File: src/rtl/arb_pkg.sv
// Shared types and helpers for the weighted round-robin packet arbiter.
package arb_pkg;

  typedef enum logic {
    IDLE   = 1'b0,
    LOCKED = 1'b1
  } arb_state_e;

  localparam int MAX_WEIGHT_W    = 16;
  localparam int DEFAULT_P_WIDTH = 4;
  localparam int DEFAULT_IDX_W   = $clog2(DEFAULT_P_WIDTH);

  function automatic int idx_width(input int n);
    return (n > 1) ? $clog2(n) : 1;
  endfunction

  // A zero weight still grants one packet per turn.
  function automatic logic [MAX_WEIGHT_W-1:0] eff_weight(input logic [MAX_WEIGHT_W-1:0] w);
    return (w == '0) ? MAX_WEIGHT_W'(1) : w;
  endfunction

endpackage

File: src/rtl/rr_priority_pick.sv
// Combinational rotating-priority picker: first set request at or after ptr_i,
// wrapping modulo P_WIDTH.
module rr_priority_pick
  import arb_pkg::*;
#(
  parameter int P_WIDTH = 4
) (
  input  logic [P_WIDTH-1:0]            req_i,
  input  logic [idx_width(P_WIDTH)-1:0] ptr_i,
  output logic [P_WIDTH-1:0]            onehot_o,
  output logic [idx_width(P_WIDTH)-1:0] idx_o,
  output logic                          any_o
);

  localparam int IDX_W = idx_width(P_WIDTH);

  logic [2*P_WIDTH-1:0] dbl_req;
  logic [2*P_WIDTH-1:0] rot_req;
  logic [P_WIDTH-1:0]   window;
  logic [IDX_W-1:0]     offset;
  logic                 found;
  logic [IDX_W:0]       sum;
  logic [IDX_W:0]       sum_wrapped;

  // Rotating the doubled vector turns the wrap-around search into a plain
  // lowest-set-bit search with no cyclic carry path.
  assign dbl_req = {req_i, req_i};
  assign rot_req = dbl_req >> ptr_i;
  assign window  = rot_req[P_WIDTH-1:0];

  always_comb begin
    offset = '0;
    found  = 1'b0;
    for (int k = 0; k < P_WIDTH; k++) begin
      if (!found && window[k]) begin
        found  = 1'b1;
        offset = IDX_W'(k);
      end
    end
  end

  assign sum         = {1'b0, ptr_i} + {1'b0, offset};
  assign sum_wrapped = (sum >= (IDX_W+1)'(P_WIDTH)) ? (sum - (IDX_W+1)'(P_WIDTH)) : sum;
  assign any_o       = found;
  assign idx_o       = found ? sum_wrapped[IDX_W-1:0] : '0;

  genvar gi;
  generate
    for (gi = 0; gi < P_WIDTH; gi++) begin : g_onehot
      assign onehot_o[gi] = found && (idx_o == IDX_W'(gi));
    end
  endgenerate

endmodule

File: src/rtl/wrr_packet_arbiter.sv
// Weighted round-robin arbiter that locks the grant for whole packets and
// gives each requester up to its weight in packets per turn.
module wrr_packet_arbiter
  import arb_pkg::*;
#(
  parameter int P_WIDTH    = 4,
  parameter int P_WEIGHT_W = 4
) (
  input  logic                            clk_i,
  input  logic                            rst_i,
  input  logic [P_WIDTH-1:0]              request_i,
  input  logic [P_WIDTH-1:0]              last_i,
  input  logic                            ready_i,
  input  logic [P_WIDTH*P_WEIGHT_W-1:0]   weight_i,
  output logic [P_WIDTH-1:0]              grant_o,
  output logic                            grant_valid_o,
  output logic [$clog2(P_WIDTH)-1:0]      grant_idx_o
);

  localparam int                IDX_W    = idx_width(P_WIDTH);
  localparam logic [IDX_W-1:0]  LAST_IDX = IDX_W'(P_WIDTH - 1);

  arb_state_e          state_q;
  logic [P_WIDTH-1:0]  grant_q;
  logic                grant_valid_q;
  logic [IDX_W-1:0]    idx_q;
  logic [IDX_W-1:0]    ptr_q;
  logic [P_WEIGHT_W-1:0] cnt_q;
  logic [P_WEIGHT_W-1:0] quota_q;
  logic                in_pkt_q;

  logic                  locked;
  logic                  g_req;
  logic                  g_last;
  logic                  beat;
  logic                  pkt_done;
  logic [P_WEIGHT_W:0]   cnt_inc;
  logic                  rel_quota;
  logic                  rel_idle;
  logic                  release_now;
  logic [IDX_W-1:0]      ptr_after;
  logic [IDX_W-1:0]      pick_ptr;
  logic [P_WIDTH-1:0]    pick_onehot;
  logic [IDX_W-1:0]      pick_idx;
  logic                  pick_any;
  logic [P_WEIGHT_W-1:0] weight_arr [P_WIDTH];
  logic [P_WEIGHT_W-1:0] quota_new;
  logic                  load_grant;
  logic                  go_idle;

  genvar gi;
  generate
    for (gi = 0; gi < P_WIDTH; gi++) begin : g_weight
      assign weight_arr[gi] = weight_i[gi*P_WEIGHT_W +: P_WEIGHT_W];
    end
  endgenerate

  assign locked   = (state_q == LOCKED);
  assign g_req    = request_i[idx_q];
  assign g_last   = last_i[idx_q];
  assign beat     = locked && g_req && ready_i;
  assign pkt_done = beat && g_last;
  assign cnt_inc  = {1'b0, cnt_q} + (P_WEIGHT_W+1)'(1);

  // Release on quota exhaustion, or when the owner goes quiet between packets.
  assign rel_quota   = pkt_done && (cnt_inc == {1'b0, quota_q});
  assign rel_idle    = locked && !in_pkt_q && !g_req;
  assign release_now = rel_quota || rel_idle;

  assign ptr_after = (idx_q == LAST_IDX) ? '0 : idx_q + IDX_W'(1);
  assign pick_ptr  = locked ? ptr_after : ptr_q;

  rr_priority_pick #(
    .P_WIDTH (P_WIDTH)
  ) u_pick (
    .req_i    (request_i),
    .ptr_i    (pick_ptr),
    .onehot_o (pick_onehot),
    .idx_o    (pick_idx),
    .any_o    (pick_any)
  );

  assign quota_new  = P_WEIGHT_W'(eff_weight(MAX_WEIGHT_W'(weight_arr[pick_idx])));
  assign load_grant = pick_any && (!locked || release_now);
  assign go_idle    = release_now && !pick_any;

  always_ff @(posedge clk_i) begin
    if (rst_i) begin
      state_q       <= IDLE;
      grant_q       <= '0;
      grant_valid_q <= 1'b0;
      idx_q         <= '0;
      ptr_q         <= '0;
      cnt_q         <= '0;
      quota_q       <= '0;
      in_pkt_q      <= 1'b0;
    end else begin
      if (release_now) begin
        ptr_q <= ptr_after;
      end
      if (load_grant) begin
        state_q       <= LOCKED;
        grant_q       <= pick_onehot;
        grant_valid_q <= 1'b1;
        idx_q         <= pick_idx;
        quota_q       <= quota_new;
        cnt_q         <= '0;
        in_pkt_q      <= 1'b0;
      end else if (go_idle) begin
        state_q       <= IDLE;
        grant_q       <= '0;
        grant_valid_q <= 1'b0;
        idx_q         <= '0;
        cnt_q         <= '0;
        in_pkt_q      <= 1'b0;
      end else if (beat) begin
        if (g_last) begin
          cnt_q    <= cnt_q + P_WEIGHT_W'(1);
          in_pkt_q <= 1'b0;
        end else begin
          in_pkt_q <= 1'b1;
        end
      end
    end
  end

  assign grant_o       = grant_q;
  assign grant_valid_o = grant_valid_q;
  assign grant_idx_o   = idx_q;

endmodule

File: config.mk
export PLATFORM = sky130hd
export DESIGN_NAME = wrr_packet_arbiter
export DESIGN_NICKNAME = d
export VERILOG_FILES = /design/src/rtl/arb_pkg.sv /design/src/rtl/rr_priority_pick.sv /design/src/rtl/wrr_packet_arbiter.sv
export SDC_FILE = /design/constraint.sdc
export NUM_CORES = 1
export LEC_CHECK = 0
export ABC_AREA = 1
export CORE_UTILIZATION = 51
export CTS_BUF_LIST = sky130_fd_sc_hd__clkbuf_8
export DETAILED_ROUTE_END_ITERATION = 8
export GPL_ROUTABILITY_DRIVEN = 0
export GPL_TIMING_DRIVEN = 0
export PLACE_DENSITY_LB_ADDON = 0.1
export SYNTH_ARGS = -nofsm -noshare
export SYNTH_HDL_FRONTEND = slang
export SYNTH_SLANG_ARGS = --single-unit
export TNS_END_PERCENT = 5
File: constraint.sdc
create_clock -name clk_i -period 3.57 [get_ports clk_i]
set_input_delay 0.5355 -clock clk_i [delete_from_list [all_inputs] [get_ports clk_i]]
set_output_delay 0.5355 -clock clk_i [all_outputs]
set_load 0.01 [all_outputs]
==> results.yml <==
clocking:
  clk_latency_ps: 250
  htree_levels: 1
  clock-root-buffer: "clkbuf_8"
  hold_buffers: 0
  clkTransAtPathRegs_ps: 70
  cts.sinks: 18
  post_cts_buffers: 0
  numCtsBuffers: 3
  cts_tree: "built"
  clockBufferDepth: 2
  cts_resized: 0
finish:
  nNetsFinal: 288
  num_antenna_cells: 0
  area_growth_pct: 29.20
  drive_above_1_share: 0.1206
die:
  die-area_mm2: 0.002987
  coreArea_mm2: 0.002545
  chipHeight_um: 54.65
  io_pins: 34
  initial_utilization: 0.5556
  die-width_um: 54.65
  rows: 18
synthesis:
  syn_nets: 251
  ys.flop_type: "dfxtp_1"
  ys_ff_latch: 18
  ys_top_cells_by_count: "nand2_1 (56), nand3_1 (38), inv_1 (27)"
  synth_top_area_frac: 0.2549
  ys_seq_area_frac: 0.2549
  yosys_warnings: 0
  synth-async-reset-ratio: 0
  syn_inst: 221
  syn_area_per_cell_um2: 6.398
  yosysMostFrequentCell: "nand2_1"
  synth_edf_count: 0
  synth.top_cells.by_area: "dfxtp_1 (25%), nand2_1 (15%), nand3_1 (13%), inv_1 (7.2%), a21oi_1 (3.5%)"
  synth_area_mm2: 0.001414
  synth_top_area_cell: "dfxtp_1"
  yosysUniqueCellTypes: 31
setup_path:
  critPathLaunchType: "register"
  cp-end-kind: "register"
  r2r_start: "grant_idx_o[0]"
  crit_type: "reg2reg"
  reg2reg_slack_ps: 510
  worstPathArrival_ps: 3250
  cp.required_ps: 3760
  crit-reg2reg-capture: "quota_q[0]"
  reg2reg_depth: 19
  crit_fanout: 10
pwr:
  combPwrFrac: 0.671
  p_leak_nw: 0.8776
  vdd_drop_max_v: 0.0005983
  p_seq_frac: 0.211
  p_switching_mw: 0.6861
  power.density_mw_per_mm2: 769.3
  intPower_mw: 0.7192
  p_sw_frac: 0.4882
  clkPwrFrac: 0.118
worst_hold_path:
  hp-start: "grant_o[1]"
  min_to: "grant_o[1]"
  hold_path_class: "reg2reg"
  whs_path_depth: 2
global_routing:
  grt_pass1_wl_um: 4850
  antenna_found_initial: 0
  first_global_vias: 1183
  grt_max_degree: 11
  gr-total-overflow: 0
  grtUsageTotal: 0.2217
detailed_routing:
  vias_per_cell: 4.976
  drt_iter0_drc: 23
  detail-route-antenna-nets: 0
  drc_errors: 0
  drt-wirelength-per-cell_um: 10.38
  vias: 1428
  dr.pass1.iters: 4
  routed_wl_um: 2978
sta:
  hold_viol: 0
  holdWs_ps: 470.9
  setup_tns_ps: 0
  worst_slew_pin_slew_ps: 432.5
  rsz0062_at_grt: "false"
  slew_viol_final: 0
  setup_violations: 0
  max-slew-margin-rel: 0.7117
  fin_crit_sh: 0.8561
  fin_skew_ps: 0.6740
  period_needed_ps: 3056
  timing.fmax_ghz: 0.3272
place:
  numPortBuffers: 32
  hpwl_um: 2425
run_status:
  status: "finished clean"
flow_run:
  cap_viol_max_count: 0
-- through the flow --
| stage | area [um^2] | std cells | setup slack (ps) | util | power, mW |
|---|---|---|---|---|---|
| final | 1827 | 287 | 513.8 | 0.7178 | 1.405 |
| after global routing | 1827 | 287 | 205.1 | 0.7178 | 1.546 |
| after CTS | 1827 | 287 | 489.6 | 0.7178 | 1.414 |
| after detailed placement | 1772 | 283 | 465.1 | 0.6962 | 1.248 |
| after global placement | 1772 | 283 | 537.4 | 0.6962 | 1.229 |
| after floorplan | 1414 | 221 | 895.3 | - | 1.024 |
-- power groups by stage --
stage | clock network [mW] | registers (mW) | logic, mW
final | 0.166 | 0.296 | 0.943
after CTS | 0.167 | 0.298 | 0.950
after detailed placement | 0 | 0.302 | 0.946
after global routing | 0.177 | 0.305 | 1.06
after floorplan | 0 | 0.308 | 0.715
after global placement | 0 | 0.300 | 0.930
-- how the worst max path moves through the flow --
stage / from / to / slack, ps
CTS: grant_idx_o[0] / quota_q[0] / 490
floorplan: grant_idx_o[0] / quota_q[0] / 900
detailed placement: request_i[1] / quota_q[0] / 470
finish: grant_idx_o[0] / quota_q[0] / 510
global route: grant_idx_o[0] / quota_q[0] / 210
global placement: request_i[3] / quota_q[0] / 540
-- state kept, by name, indices dropped and copies added (netlist names) --
register	count
cnt_q	4
grant_o	4
quota_q	4
grant_idx_o	2
ptr_q	2
grant_valid_o	1
in_pkt_q	1
-- cell type report --
class                      instances  area, um^2
fill                             216       718.2
clock buffer                       4       55.05
multi-input combinational        168       905.9
inverter                          30       112.6
sequential                        18       360.3
timing repair buffer              32       320.3
buffer                             5       35.03
tap                               30       37.54
-- metal layers --
| layer | track usage | up-vias | wire (um) |
|---|---|---|---|
| met2 | 0.3775 | 33 | 1292 |
| met4 | 0.07692 | 0 | 41 |
| met1 | 0.2820 | 598 | 1533 |
| li1 | - | 792 | - |
| met5 | 0 | - | 0 |
| met3 | 0.02778 | 5 | 111 |
-- placed cells by master, fill, tap and decap left out, drive strengths merged --
master / n
nand2: 65
nand3: 41
clkdlybuf4s50: 32
inv: 30
dfxtp: 18
nor2: 17
o21ai: 13
a21oi: 11
clkbuf: 5
xnor2: 4
buf: 4
xor2: 3
o22ai: 3
ha: 3
or2: 3
a211oi: 2
nand4: 2
nand3b: 1
-- cells by family after synthesis --
kind of cell,share of synthesized area
compound gates,0.1195
fa+ha+maj,0.02655
xor+xnor,0.04336
buf+inv,0.1044
simple gates,0.4513
flops,0.2549
-- critical path, cell delays in order, from the launching register on --
cell	delay, ps
dfxtp_1	500
ha_1	290
inv_1	70
nand2_1	80
o21ai_4	130
inv_2	120
nand3_1	110
nand2_1	80
a21oi_1	170
nor2_1	60
ha_1	270
buf_1	350
nand2_2	210
nand2_1	100
nand2_1	60
nand2_1	50
nand2_1	70
nor2_1	110
nand2_1	70
a21oi_2	100
Power figures use the tool's default switching activity.
